### src/rtl/instr_fetch_unit.sv
// ----------------------------------------------------------------------------
// instr_fetch_unit
//   Fetch stage for the R-format core. Holds the PC and reads four bytes from
//   a byte-wide, combinational-read instruction memory, one byte per cycle.
//   The bytes are assembled big-endian into a 32-bit instruction, which is
//   then offered downstream with a valid/ready handshake. A redirect loads a
//   new PC. Fetching halts once the PC leaves the memory image.
//
// Optional feature macro: IFU_PERF_CNT_EN
//   defined   : Fetch_Count counts delivered instructions and saturates.
//               Only reset clears it.
//   undefined : Fetch_Count is tied to zero and no counter is built.
//
// Ports
//   clk            in   clock, rising edge
//   rst_n          in   asynchronous active-low reset
//   Mem_Addr       out  byte address to instruction memory
//   Mem_Data       in   byte returned for Mem_Addr in the same cycle
//   Instr          out  assembled instruction, stable while Instr_Valid=1
//   Instr_Addr     out  PC of Instr
//   Instr_Valid    out  Instr/Instr_Addr valid
//   Instr_Ready    in   downstream accepts (transfer = valid & ready)
//   Redirect_En    in   load a new PC; highest priority
//   Redirect_Addr  in   new PC, bits [1:0] ignored
//   Done           out  PC beyond memory image, fetching stopped
//   Fetch_Count    out  delivered-instruction count
//
// States
//   state  | meaning
//   F0..F3 | reading byte lane k at PC+k into Instr[31-8k -: 8]
//   HOLD   | instruction valid, waiting for downstream to accept
//   HALT   | PC out of image, no memory reads, Done=1
// ----------------------------------------------------------------------------
module instr_fetch_unit #(
    parameter int unsigned            ADDR_W     = 32,
    parameter int unsigned            IMEM_BYTES = 128,
    parameter logic [ADDR_W-1:0]      RESET_PC   = '0
) (
    input  logic              clk,
    input  logic              rst_n,
    output logic [ADDR_W-1:0] Mem_Addr,
    input  logic [7:0]        Mem_Data,
    output logic [31:0]       Instr,
    output logic [ADDR_W-1:0] Instr_Addr,
    output logic              Instr_Valid,
    input  logic              Instr_Ready,
    input  logic              Redirect_En,
    input  logic [ADDR_W-1:0] Redirect_Addr,
    output logic              Done,
    output logic [31:0]       Fetch_Count
);

    typedef enum logic [2:0] {
        S_F0   = 3'd0,
        S_F1   = 3'd1,
        S_F2   = 3'd2,
        S_F3   = 3'd3,
        S_HOLD = 3'd4,
        S_HALT = 3'd5
    } state_e;

    // Highest PC from which a full 4-byte word still lies inside the image.
    localparam logic [ADDR_W-1:0] LAST_PC     = ADDR_W'(IMEM_BYTES - 4);
    localparam logic [ADDR_W-1:0] PC_MASK     = ~ADDR_W'(3);
    localparam logic [ADDR_W-1:0] RESET_PC_AL = RESET_PC & PC_MASK;
    localparam state_e            RESET_STATE = (RESET_PC_AL > LAST_PC) ? S_HALT : S_F0;

    state_e            state_q, state_d;
    logic [ADDR_W-1:0] pc_q, pc_d;
    logic [31:0]       instr_q, instr_d;
    logic [ADDR_W-1:0] instr_addr_q, instr_addr_d;
    logic [1:0]        lane;
    logic              xfer;
    logic [ADDR_W-1:0] pc_plus4;
    logic [ADDR_W-1:0] redir_pc;

    assign xfer     = (state_q == S_HOLD) && Instr_Ready;
    assign pc_plus4 = pc_q + ADDR_W'(4);
    assign redir_pc = Redirect_Addr & PC_MASK;

    always_ff @(posedge clk or negedge rst_n) begin
        if (!rst_n) begin
            state_q      <= RESET_STATE;
            pc_q         <= RESET_PC_AL;
            instr_q      <= '0;
            instr_addr_q <= '0;
        end else begin
            state_q      <= state_d;
            pc_q         <= pc_d;
            instr_q      <= instr_d;
            instr_addr_q <= instr_addr_d;
        end
    end

    always_comb begin
        state_d      = state_q;
        pc_d         = pc_q;
        instr_d      = instr_q;
        instr_addr_d = instr_addr_q;
        lane         = 2'd0;

        case (state_q)
            S_F0: begin
                lane            = 2'd0;
                instr_d[31:24]  = Mem_Data;
                state_d         = S_F1;
            end
            S_F1: begin
                lane            = 2'd1;
                instr_d[23:16]  = Mem_Data;
                state_d         = S_F2;
            end
            S_F2: begin
                lane            = 2'd2;
                instr_d[15:8]   = Mem_Data;
                state_d         = S_F3;
            end
            S_F3: begin
                lane            = 2'd3;
                instr_d[7:0]    = Mem_Data;
                instr_addr_d    = pc_q;
                state_d         = S_HOLD;
            end
            S_HOLD: begin
                if (xfer) begin
                    pc_d    = pc_plus4;
                    state_d = (pc_plus4 > LAST_PC) ? S_HALT : S_F0;
                end
            end
            S_HALT: begin
                state_d = S_HALT;
            end
            default: begin
                state_d = S_F0;
            end
        endcase

        // A redirect overrides whatever the state logic chose, including the
        // PC+4 of a coincident transfer; the transfer itself still counts.
        if (Redirect_En) begin
            pc_d    = redir_pc;
            state_d = (redir_pc > LAST_PC) ? S_HALT : S_F0;
        end
    end

    assign Mem_Addr    = pc_q + ADDR_W'(lane);
    assign Instr       = instr_q;
    assign Instr_Addr  = instr_addr_q;
    assign Instr_Valid = (state_q == S_HOLD);
    assign Done        = (state_q == S_HALT);

`ifdef IFU_PERF_CNT_EN
    logic [31:0] fetch_cnt_q;

    always_ff @(posedge clk or negedge rst_n) begin
        if (!rst_n) begin
            fetch_cnt_q <= '0;
        end else if (xfer && (fetch_cnt_q != 32'hFFFF_FFFF)) begin
            fetch_cnt_q <= fetch_cnt_q + 32'd1;
        end
    end

    assign Fetch_Count = fetch_cnt_q;
`else
    assign Fetch_Count = 32'd0;
`endif

endmodule

### config.mk
export PLATFORM = sky130hd
export DESIGN_NAME = instr_fetch_unit
export DESIGN_NICKNAME = d
export VERILOG_FILES = /design/src/rtl/instr_fetch_unit.sv
export SDC_FILE = /design/constraint.sdc
export NUM_CORES = 1
export LEC_CHECK = 0
export ABC_AREA = 1
export CAP_MARGIN = 0
export CORE_ASPECT_RATIO = 0.7
export CORE_MARGIN = 3
export CORE_UTILIZATION = 35
export CTS_CLUSTER_SIZE = 25
export DETAILED_ROUTE_END_ITERATION = 12
export SYNTH_ARGS = -nofsm -noshare
export SYNTH_HDL_FRONTEND = slang
export SYNTH_SLANG_ARGS = --single-unit
### constraint.sdc
create_clock -name clk -period 3.6 [get_ports clk]
set_clock_uncertainty 0.15 [all_clocks]
set_input_delay 1.08 -clock clk [delete_from_list [all_inputs] [get_ports clk]]
set_output_delay 1.08 -clock clk [all_outputs]
set_load 0.01 [all_outputs]
==> qor.txt <==
initial antenna violation count: 0
#FFs+latches synth: 95
crit path cell chain: clkdlybuf4s50_1 -> nand2_1 -> nor2_2 -> inv_1 -> o221ai_1
Die Area: 0.01682 mm²
Comb pwr share: 0.382
ANT nets after route: 0
arrival time worst endpoint: 3.25 ns
routed wire length: 17830 µm
initial core utilization: 0.3609
Initial DRT Pass Iterations: 5
CTS H-tree depth: 3
Post CTS Setup Buffer Count: 0
largest net degree at the start of global routing: 78
n_diodes: 0
switching share of power: 0.3531
Placed Cells: 1008
Data required, critical path: 3.71 ns
number of global-route vias before repair: 4783
RSZ-0062 raised after global routing: no
Worst-Skew Late Latency: 0.35 ns
Hold Vio Cnt, Final: 0
fin crit period: 3.144 ns
DRC errors left: 0
Port Buffer Count: 137
cell internal pwr: 0.002762 W
Post-CTS Hold Fix Bufs: 0
fraction of layout cells with a size suffix above 1: 0.06755
most frequent cell after synthesis: nand2_1
Synth Instances: 706
Synth top area share: 0.4447
Final period util: 0.8734
fin cells: 1024
core area: 0.01481 mm²
fmax: 318.0 MHz
worst slew pin tran: 0.9618 ns
CP startpoint kind: primary input
CTS clk-pin slew, worst paths: 0.08 ns
Post-synth top cells: nand2_1, dfrtp_1, o21ai_0, inv_1, nor2_1
static leakage: 3.187 nW
max-slew violations: 0
Syn Area/Cell: 7.573 µm²
EDFF count, synth: 0
DR vias: 5035
slowest cell on the critical path: nor2_2
HP Class: flip-flop to flip-flop
sequential area share after synthesis: 0.4447
# rows: 37
Net Switching: 0.001508 W
DIE WIDTH: 153.7 µm
io pins: 174
TritonCTS clock tree: built
critical path fanouts, max: 18
gr usage total: 0.2134
Worst IR Drop VDD: 0.2393 mV
maxcap violations: 0
max_slew headroom: 0.3581
Cell Pwr Density: 606.2 mW/mm²
critical path's largest stage delay: 0.76 ns
Via-to-Cell Ratio: 4.917
sequential share of power: 0.392
Max Buffers Root-to-Sink: 2
Synth area leaders: dfrtp_1, nand2_1, o21ai_0, buf_4, inv_1
status: completed
cell area after synthesis: 0.005346 mm²
Overflow after GRT: 0
chip height: 109.4 µm
Post-synth ARST share: 1.000
wire per inst: 17.42 µm
clock root buffer: clkbuf_16
Synthesis Warnings: 0
Resized cells post-CTS: 0
setup TNS: 0 ns
clock power share: 0.226
Crit Path Class: primary input to flip-flop
largest area contributor in the synthesized netlist: dfrtp_1
DRT iter0 DRCs: 374
Buf/Inv on CP: 2
clock buffer count from CTS: 9
CP delay by family, top: buffers and inverters
Post-synth top flop: dfrtp_1
Worst setup EP type: flip-flop
clk sinks: 95
Layout area overhead: 31.73%
distinct cell type count of the synthesized netlist: 30
Detailed Place HPWL: 13860 µm
Routability Congestion: 0.8902
Setup violations, final: 0
nets@finish: 872
global-route wire length before repair: 27500 µm
==> layout make-up <==
class	count	area [µm²]
Clock buffer	9	225.2
Clock inverter	7	73.82
Fill cell	1446	7771
Inverter	69	259.0
Multi-Input combinational cell	506	2437
Sequential cell	95	2377
Tap cell	195	244.0
Timing Repair Buffer	143	1426
==> metal layers <==
layer | wire, µm | global-route usage | share of wire | up-vias
li1 | - | - | - | 2430
met4 | 129 | 0.03844 | 0.0072 | 0
met3 | 1448 | 0.04957 | 0.081 | 13
met2 | 7350 | 0.3086 | 0.41 | 198
met5 | 0 | 0 | 0 | -
met1 | 8903 | 0.3272 | 0.50 | 2394
==> path summary, 6_finish.rpt <==
| path | start | end | slack, ns | cells past startpoint |
|---|---|---|---|---|
| worst max-delay path | Instr_Ready | pc_q[13] | 0.46 | 5 |
| worst min-delay path | Instr[7] | Instr[7] | 0.34 | 2 |
| worst max register to register | pc_q[3] | state_q[2] | 0.68 | 16 |
| worst min register to register | Instr[7] | Instr[7] | 0.34 | 2 |
| max in group asynchronous | rst_n | Instr_Addr[10] | 2.02 | 2 |
| min in group asynchronous | rst_n | Instr_Addr[26] | 0.58 | 1 |
==> power groups by stage <==
stage / logic, W / registers, W / clock network (W)
floorplan: 0.000574 / 0.00179 / 0
global placement: 0.00162 / 0.00168 / 0
detailed placement: 0.00164 / 0.00169 / 0
CTS: 0.00165 / 0.00168 / 0.000992
global route: 0.00178 / 0.00172 / 0.00103
finish: 0.00163 / 0.00167 / 0.000965
==> logic make-up (layout without fill, tap and decap cells) <==
logic type,after synthesis,after routing,synth area share
fa+ha+maj,4,4,0.009361
flops,95,95,0.4447
simple gates,347,347,0.2794
xor+xnor,15,15,0.02457
other cells,1,35,0.0007014
buf+inv,139,228,0.1238
compound gates,105,105,0.1175
==> placed cells by master (no fill, tap or decap) <==
cell and n:
buf_12 1, nor2_2 11, inv_8 2, clkbuf_16 9
nand3_1 31, o41ai_1 1, o211ai_1 11, dfrtp_1 95
o221ai_1 19, o21ai_0 70, clkdlybuf4s50_1 136, inv_6 1
nor2_1 48, conb_1 35, and2_1 1, buf_4 6
nand3_2 1, clkinv_8 1, a21oi_1 2, ha_1 4
nor3_1 5, nand4_1 5, nor2_4 7, nand2_1 223
inv_1 64, clkinv_4 3, nor4_1 4, clkinv_1 1
and3_1 1, inv_2 4, nand2_2 8, o21ai_1 2
nand2_4 2, xor2_1 15
==> tightest hold or removal path, delay by kind of cell, from the launching register on <==
| family | cells | cell delay, ns |
|---|---|---|
| compound gates | 1 | 0.06 |
| flops | 1 | 0.35 |
| simple gates | 1 | 0.05 |
==> sequential cells by signal, summed over array words and instances, names as in the netlist <==
name	count
Instr	32
Instr_Addr	30
pc_q	30
state_q	3
==> per-stage QoR <==
step	hold slack [ns]	area (µm²)	total power (W)	util	setup WS (ns)
final	0.3376	7043	0.004269	0.4754	0.4556
after global routing	0.3532	7043	0.004537	0.4754	0.3119
after detailed placement	0.3237	6744	0.003334	0.4552	0.1165
after global placement	0.3142	6744	0.003303	0.4552	0.1680
after floorplan	0.3674	5474	0.002362	-	1.381
after CTS	0.3405	7043	0.004318	0.4754	0.5013
Note: power is estimated with default switching activity, not from simulation.
